[src/rtl/dpll_trail_manager.sv]
// Assignment trail for the DPLL SAT core: records decisions and implications and
// performs chronological backtracking by popping implications and flipping the last decision.
module dpll_trail_manager #(
    parameter int NUM_VARS  = 16,
    parameter int LIT_WIDTH = 6
) (
    input  logic                            clk,
    input  logic                            rst_n,
    input  logic                            op_valid,
    input  logic [1:0]                      op_code,
    input  logic [LIT_WIDTH-1:0]            op_lit,
    output logic                            op_ready,
    output logic                            op_err,
    output logic [NUM_VARS:1]               assigned,
    output logic [NUM_VARS:1]               value,
    output logic [$clog2(NUM_VARS+1)-1:0]   level,
    output logic [$clog2(NUM_VARS+1)-1:0]   depth,
    output logic                            bt_done,
    output logic                            unsat
);
    localparam int VAR_W = LIT_WIDTH - 1;
    localparam int CNT_W = $clog2(NUM_VARS + 1);
    localparam int IDX_W = $clog2(NUM_VARS);

    localparam logic [1:0] OP_DECIDE = 2'd0;
    localparam logic [1:0] OP_IMPLY  = 2'd1;
    localparam logic [1:0] OP_BT     = 2'd2;
    localparam logic [1:0] OP_CLEAR  = 2'd3;

    typedef enum logic [1:0] {ST_IDLE, ST_BT, ST_UNSAT} state_t;
    typedef struct packed {
        logic [VAR_W-1:0] var_idx;
        logic             pol;
        logic             is_dec;
    } entry_t;

    state_t              state_q, state_d;
    logic [NUM_VARS:1]   assigned_q, assigned_d, value_q, value_d;
    logic [CNT_W-1:0]    level_q, level_d, depth_q, depth_d;
    logic                unsat_q, unsat_d, op_err_q, op_err_d, bt_done_q, bt_done_d;
    entry_t              trail_q [NUM_VARS];
    entry_t              trail_d [NUM_VARS];

    logic                accept;
    logic [VAR_W-1:0]    lit_var;
    logic                lit_pol;
    logic [NUM_VARS:1]   lit_mask, top_mask;
    logic                lit_ok;
    logic [IDX_W-1:0]    top_idx, push_idx;
    entry_t              top;

    // One-hot mask for a variable index; all-zero for 0 or out-of-range indices.
    function automatic logic [NUM_VARS:1] var_mask(input logic [VAR_W-1:0] v);
        logic [NUM_VARS:1] m;
        for (int i = 1; i <= NUM_VARS; i++) m[i] = (v == VAR_W'(i));
        return m;
    endfunction

    assign accept   = op_valid && (state_q != ST_BT);
    assign lit_var  = op_lit[VAR_W-1:0];
    assign lit_pol  = op_lit[LIT_WIDTH-1];
    assign lit_mask = var_mask(lit_var);
    assign lit_ok   = (|lit_mask) && !(|(lit_mask & assigned_q));
    assign top_idx  = IDX_W'(depth_q - CNT_W'(1));
    assign push_idx = IDX_W'(depth_q);
    assign top      = trail_q[top_idx];
    assign top_mask = var_mask(top.var_idx);

    always_ff @(posedge clk or negedge rst_n) begin
        if (!rst_n) state_q <= ST_IDLE;
        else        state_q <= state_d;
    end

    always_comb begin
        state_d = state_q;
        unique case (state_q)
            ST_IDLE:  if (accept && op_code == OP_BT) state_d = ST_BT;
            ST_BT: begin
                if (depth_q == '0)    state_d = ST_UNSAT;
                else if (top.is_dec) state_d = ST_IDLE;
            end
            ST_UNSAT: if (accept && op_code == OP_CLEAR) state_d = ST_IDLE;
            default:  state_d = ST_IDLE;
        endcase
    end

    always_comb begin
        op_ready = (state_q != ST_BT);
        op_err   = op_err_q;
        bt_done  = bt_done_q;
        assigned = assigned_q;
        value    = value_q;
        level    = level_q;
        depth    = depth_q;
        unsat    = unsat_q;
    end

    always_comb begin
        assigned_d = assigned_q;
        value_d    = value_q;
        level_d    = level_q;
        depth_d    = depth_q;
        unsat_d    = unsat_q;
        op_err_d   = 1'b0;
        bt_done_d  = 1'b0;
        trail_d    = trail_q;
        unique case (state_q)
            ST_IDLE: begin
                if (accept) begin
                    if (op_code == OP_DECIDE || op_code == OP_IMPLY) begin
                        if (lit_ok) begin
                            assigned_d        = assigned_q | lit_mask;
                            value_d           = lit_pol ? (value_q | lit_mask) : value_q;
                            depth_d           = depth_q + CNT_W'(1);
                            level_d           = (op_code == OP_DECIDE) ? level_q + CNT_W'(1) : level_q;
                            trail_d[push_idx] = {lit_var, lit_pol, op_code == OP_DECIDE};
                        end else begin
                            op_err_d = 1'b1;
                        end
                    end else if (op_code == OP_CLEAR) begin
                        assigned_d = '0;
                        value_d    = '0;
                        level_d    = '0;
                        depth_d    = '0;
                        unsat_d    = 1'b0;
                    end
                end
            end
            ST_BT: begin
                if (depth_q == '0) begin
                    unsat_d = 1'b1;
                end else if (!top.is_dec) begin
                    assigned_d = assigned_q & ~top_mask;
                    value_d    = value_q & ~top_mask;
                    depth_d    = depth_q - CNT_W'(1);
                end else begin
                    // The flipped decision becomes an implication one level down.
                    trail_d[top_idx] = {top.var_idx, ~top.pol, 1'b0};
                    value_d          = value_q ^ top_mask;
                    level_d          = level_q - CNT_W'(1);
                    bt_done_d        = 1'b1;
                end
            end
            ST_UNSAT: begin
                if (accept) begin
                    if (op_code == OP_CLEAR) begin
                        assigned_d = '0;
                        value_d    = '0;
                        level_d    = '0;
                        depth_d    = '0;
                        unsat_d    = 1'b0;
                    end else begin
                        op_err_d = 1'b1;
                    end
                end
            end
            default: ;
        endcase
    end

    always_ff @(posedge clk or negedge rst_n) begin
        if (!rst_n) begin
            assigned_q <= '0;
            value_q    <= '0;
            level_q    <= '0;
            depth_q    <= '0;
            unsat_q    <= 1'b0;
            op_err_q   <= 1'b0;
            bt_done_q  <= 1'b0;
        end else begin
            assigned_q <= assigned_d;
            value_q    <= value_d;
            level_q    <= level_d;
            depth_q    <= depth_d;
            unsat_q    <= unsat_d;
            op_err_q   <= op_err_d;
            bt_done_q  <= bt_done_d;
        end
    end

    // Trail contents are don't-care after reset; depth alone defines what is valid.
    always_ff @(posedge clk) begin
        trail_q <= trail_d;
    end

endmodule

[config.mk]
export PLATFORM = sky130hd
export DESIGN_NAME = dpll_trail_manager
export DESIGN_NICKNAME = d
export VERILOG_FILES = /design/src/rtl/dpll_trail_manager.sv
export SDC_FILE = /design/constraint.sdc
export NUM_CORES = 1
export LEC_CHECK = 0
export CELL_PAD_IN_SITES_DETAIL_PLACEMENT = 0
export CELL_PAD_IN_SITES_GLOBAL_PLACEMENT = 1
export CORE_ASPECT_RATIO = 2
export CORE_MARGIN = 4
export CORE_UTILIZATION = 45
export DETAILED_ROUTE_END_ITERATION = 10
export HOLD_SLACK_MARGIN = 0.1
export PLACE_DENSITY = 0.75
export SLEW_MARGIN = 20
export SYNTH_ARGS = -nofsm -noshare
export SYNTH_HDL_FRONTEND = slang
export SYNTH_SLANG_ARGS = --single-unit
[constraint.sdc]
create_clock -name clk -period 5.9 [get_ports clk]
set_input_delay 1.18 -clock clk [delete_from_list [all_inputs] [get_ports clk]]
set_output_delay 1.18 -clock clk [all_outputs]
set_load 0.02 [all_outputs]
# Word level (Yosys, flattened, before mapping)
# Cells that the tools add are included.
[word_totals]
regBits = 159
latch_bits = 0
ramBits = 0
rom_bits = 0
in_bits = 11
out_inout_bits = 46
elab_cells = 217
n_memories = 0
[classes]
add_sub_neg = 4
multipliers = 0
n_div = 0
order_cmp = 4
eq_ne = 53
shift = 0
mux = 69
bitwise = 10
reduce_logical = 21
[ops]
columns = ["cell", "count"]
rows = [
  ["$mux W112", 5],
  ["$mux W16", 15],
  ["$bwmux W112", 2],
  ["$pmux W112 S2", 1],
  ["$pmux W16 S3", 2],
  ["$eq A5 B4 Y1 const B", 16],
  ["$mux W5", 15],
  ["$demux W7 S4", 2],
  ["$and A16 B16 Y16", 3],
  ["$eq A5 B3 Y1 const B", 8],
  ["$or A16 B16 Y16", 2],
  ["$reduce_or A16 Y1", 2],
  ["$pmux W5 S3", 2],
  ["$bmux W7 S4", 1],
  ["$mux W7", 4],
  ["$ne A2 B2 Y1 const B", 11],
  ["$eq A5 B2 Y1 const B", 4],
  ["$reduce_and A6 Y1", 3],
  ["$not A16 Y16", 1],
  ["$xor A16 B16 Y16", 1],
  ["$mux W1", 13],
  ["$ne A3 B3 Y1 const B", 4],
  ["$add A5 B1 Y5 const B", 2],
  ["$eq A5 B1 Y1 const B", 2],
  ["other kinds (23)", 40],
]

# Longest topological paths before layout
[depth]
depth_word = 11
mapped_depth = 19
depth_no_buf = 13

# Worst setup path after synthesis
# OpenSTA, ideal clock, no wires.
[synth_path]
path_kind = "register -> register"
from = "register depth_q[0] (netlist: depth[0])"
to = "register value_q (netlist bit value[16])"
setup_time_ps = 95
arrival_ps = 4414
t_required_ps = 5805
path_slack_ps = 1391
path_stages_with_launch = 20
n_path_buf = 8
synth_period_minus_slack_ps = 4509
path_cell_list = "dfrtp_1 > buf_6 > buf_6 > buf_2 > inv_1 > ha_1 > buf_2 > buf_2 > clkbuf_1 > mux4_2 > a22o_1 > a221oi_2 > buf_2 > buf_2 > nand4_1 > or2_2 > ha_1 > o211ai_1 > a21oi_1 > o31ai_1"
[synth_between]
elab_chain_cells = 11
elab_cells_between_ends = 15
classes_between = "add/sub: 1; eq/ne: 2; mux: 6; bitwise: 4; reduce/logical: 2"
[synth_lines]
columns = ["item", "line_no", "source"]
rows = [
  ["start: declaration", "39", "logic [CNT_W-1:0] level_q, level_d, depth_q, depth_d;"],
  ["start signal: assignment", "174", "depth_q <= depth_d;"],
  ["$sub A5 B1 Y5", "--", ""],
  ["$not A4 Y5 (not written as such)", "66", "assign top = trail_q[top_idx];"],
  ["$bmux W7 S4", "66", ""],
  ["$mux W7 (not written as such) (2 in series)", "66", ""],
  ["$eq A5 B5 Y1", "55", "for (int i = 1; i <= NUM_VARS; i++) m[i] = (v == VAR_W'(i));"],
  ["$not A16 Y16", "134", "value_d = value_q & ~top_mask;"],
  ["$and A16 B16 Y16", "134", ""],
  ["$mux W16", "132", "end else if (!top.is_dec) begin"],
  ["$mux W16", "130", "if (depth_q == '0) begin"],
  ["$pmux W16 S3", "107", "unique case (state_q)"],
  ["end signal: assignment", "172", "value_q <= value_d;"],
  ["end: declaration", "38", "logic [NUM_VARS:1] assigned_q, assigned_d, value_q, value_d;"],
]
# Parallel ways exist; a longest one is shown, timed or not. The select of a mux whose other input is x is not followed.
# A chain may end at the register's enable or synchronous reset.

# Worst setup path after layout
[layout_path]
from = "register depth_q[0] (netlist: depth[0])"
to = "register assigned_q (netlist bit assigned[7])"
[layout_between]
elab_chain_cells = 11
elab_cells_between_ends = 15
classes_between = "add/sub: 1; eq/ne: 3; mux: 6; bitwise: 3; reduce/logical: 2"
[layout_lines]
columns = ["item", "line_no", "source"]
rows = [
  ["$sub A5 B1 Y5", "--", ""],
  ["$not A4 Y5 (not written as such)", "66", ""],
  ["$bmux W7 S4", "66", ""],
  ["$mux W7 (not written as such) (2 in series)", "66", ""],
  ["$eq A5 B3 Y1", "55", ""],
  ["$not A16 Y16", "133", "assigned_d = assigned_q & ~top_mask;"],
  ["$and A16 B16 Y16", "133", ""],
  ["$mux W16", "132", ""],
  ["$mux W16", "130", ""],
  ["$pmux W16 S3", "107", ""],
  ["end signal: assignment", "171", "assigned_q <= assigned_d;"],
  ["end: declaration", "38", ""],
]
# Parallel ways exist; a longest one is shown, timed or not. The select of a mux whose other input is x is not followed.

==> results.sh <==
export IMPL_drtIter0Drc=549
export IMPL_grt_overflow=0
export IMPL_rsz0062_at_grt="no"
export IMPL_via_count=7838
export IMPL_hold_viol=0
export IMPL_cts_resized=0
export IMPL_met2_length_um=16900
export IMPL_synth_edff_count=96
export IMPL_async_reset_ff_frac=0.329
export IMPL_die_x_um=109
export IMPL_syn_instance_count=927
export IMPL_p_leak_nw=3.72
export IMPL_met1_length_um=10700
export IMPL_grt_pass1_vias=8009
export IMPL_grt_pass1_wl_um=47700
export IMPL_drc=0
export IMPL_ioPinCount=57
export IMPL_antenna_found_initial=0
export IMPL_routed_top_layer="met4"
export IMPL_worst_setup_path_end_kind="flop"
export IMPL_layout_nets=980
export IMPL_crit_type="reg2reg"
export IMPL_cts_sinks=143
export IMPL_skew_ns=0.00944
export IMPL_hpwl_um=22500
export IMPL_avgSynthCellArea_sq_um=9.85
export IMPL_critPathMaxFanout=20
export IMPL_path_clk_slew_ns=0.07
export IMPL_post_route_util=0.523
export IMPL_drive_above_1_share=0.0942
export IMPL_wl_per_cell_um=25.9
export IMPL_yosys_register_bits=143
export IMPL_post_cts_setup_buffer_count=0
export IMPL_power_density_nw_per_um2=662
export IMPL_cts_tree="built"
export IMPL_syn_area_sq_um=9130
export IMPL_met3_length_um=1610
export IMPL_viasPerCell=6.44
export IMPL_fmax_ghz=0.227
export IMPL_maxSlewHeadroom=0.341
export IMPL_fin_crit_sh=0.748
export IMPL_syn2layout_area_growth_pct=14.1
export IMPL_firstDrtPassIters=5
export IMPL_cts_max_level=4
export IMPL_setup_tns_ns=0
export IMPL_track_usage=0.284
export IMPL_yosysWarnings=0
export IMPL_num_rows=73
export IMPL_period_needed_ns=4.41
export IMPL_numCtsBuffers=17
export IMPL_worstSetupStartpointType="flop"
export IMPL_antennaDiodeCount=0
export IMPL_hold_path_class="reg2reg"
export IMPL_yosysUniqueCellTypes=80
export IMPL_outcome="finished, final reports clean"
export IMPL_start_util=0.459
export IMPL_grt_max_degree=75
export IMPL_setup_viol=0
export IMPL_die_h_um=209
export IMPL_routed_wl_um=31500
export IMPL_core_area_sq_um=19900
export IMPL_maxCapViolations=0
export IMPL_clock_tree_root_cell="clkbuf_16"
export IMPL_synthesis_nets=965
export IMPL_postCtsHoldBufs=0
export IMPL_ys_flop_type="edfxtp_1"
export IMPL_yosysSeqAreaShare=0.445
export IMPL_clk_latency_ns=0.44
export IMPL_slew_viol_final=0
export IMPL_dieArea_sq_um=22800
export IMPL_clockBufferDepth=2
export IMPL_required_ns=6.24
export IMPL_io_buffers=56
export IMPL_arrival_ns=4.76
export IMPL_place_congestion=0.878
export IMPL_drtAntennaViolNets=0
export IMPL_worstMarginPinSlew_ns=0.985
export IMPL_peakVddDrop_mv=0.380
-- layer usage --
layer | up-vias | global-route usage
li1 | 3551 | -
met1 | 3827 | 0.295
met2 | 345 | 0.507
met3 | 115 | 0.0496
met4 | 0 | 0.189
met5 | - | 0
-- kinds of logic (layout without fill, tap and decap cells) --
logic type                 after synthesis  after routing  synth area share
muxes                                   39             39            0.0839
buffers and inverters                  106            134            0.0528
AOI/OAI and AO/OA                      283            283             0.205
adders and majority gates               27             27            0.0370
and+or+nand+nor                        322            322             0.170
DFF                                    143            143             0.445
xor gates and xnor gates                 7              7           0.00754
-- path summary, 6_finish.rpt --
| kind | start | end | slack, ns | cells after the start |
|---|---|---|---|---|
| worst max-delay path | depth[0] | assigned[7] | 1.49 | 9 |
| worst max register to register | depth[0] | assigned[7] | 1.49 | 9 |
| worst min-delay path | value[13] | value[13] | 0.53 | 1 |
| min in group asynchronous | rst_n | level[3] | 0.85 | 2 |
| max in group asynchronous | rst_n | assigned[6] | 4.56 | 2 |
| worst min register to register | value[13] | value[13] | 0.53 | 1 |
-- critical path, stage by stage (launching register included) --
cell and delay, ns:
dfrtp_1 0.38, inv_1 0.13, ha_1 0.32, xor2_2 0.60, mux4_1 0.71, mux4_2 0.80, a21boi_2 0.34, and2_1 0.61
a31oi_1 0.16, a211oi_1 0.26
-- synthesized netlist by cell type, drive strengths merged, types with 10 or more instances --
library cell	instances	share of area
nand2	119	0.049
edfxtp	96	0.32
nor2	78	0.033
o22ai	67	0.046
o21ai	65	0.036
clkbuf	55	0.023
dfrtp	47	0.13
a21oi	41	0.022
nor3	31	0.017
buf	27	0.020
ha	27	0.037
mux4	26	0.069
inv	23	0.0095
nand3	18	0.0099
nor2b	17	0.012
a21o	13	0.011
a31oi	13	0.0089
a211oi	12	0.010
and2	12	0.0082
mux2i	12	0.013
and3	10	0.0069
o21a	10	0.0082
-- state kept, by name, indices dropped and copies added (netlist names) --
signal and cells:
assigned 16, value 16, unsat 1, bt_done 1, depth 5, op_err 1
trail_q 96, state_q 2, level 5
-- stage by stage --
stage | total power [mW] | hold WS [ns] | cell area, sq um | instances | setup WS, ns
6_report | 6.90 | 0.531 | 10400 | 1217 | 1.49
5_1_grt | 7.26 | 0.561 | 10400 | 1217 | 1.22
4_1_cts | 6.86 | 0.534 | 10400 | 1217 | 1.52
3_5_place_dp | 5.76 | 0.517 | 9830 | 1185 | 1.15
3_3_place_gp | 5.74 | 0.514 | 9830 | 1185 | 1.24
2_1_floorplan | 4.34 | 0.528 | 9130 | 927 | 1.39
-- power breakdown --
| part | total [mW] | switching (mW) | internal, mW |
|---|---|---|---|
| registers | 1.50 | 0.221 | 1.28 |
| clock network | 1.09 | 0.463 | 0.627 |
| logic | 4.30 | 2.79 | 1.51 |
-- layout by cell type, fill, tap and decap left out, types with 23 or more instances in the layout --
cell type / instances
clkdlybuf4s50_1: 55
nand2_1: 117
o21ai_0: 60
nor2_1: 77
a21oi_1: 41
ha_1: 25
dfrtp_1: 47
edfxtp_1: 96
inv_1: 23
nor3_1: 31
o22ai_1: 67
-- final cells by class --
cell class              count  area, sq um
fillers                  1918         9490
multi-input cells         678         4640
flip-flops and latches    143         4060
repair buffers             78          721
clock buffers              17          425
well taps                 262          328
clock inverters            15          161
inverters                  24         90.1
Power figures use the tool's default switching activity.
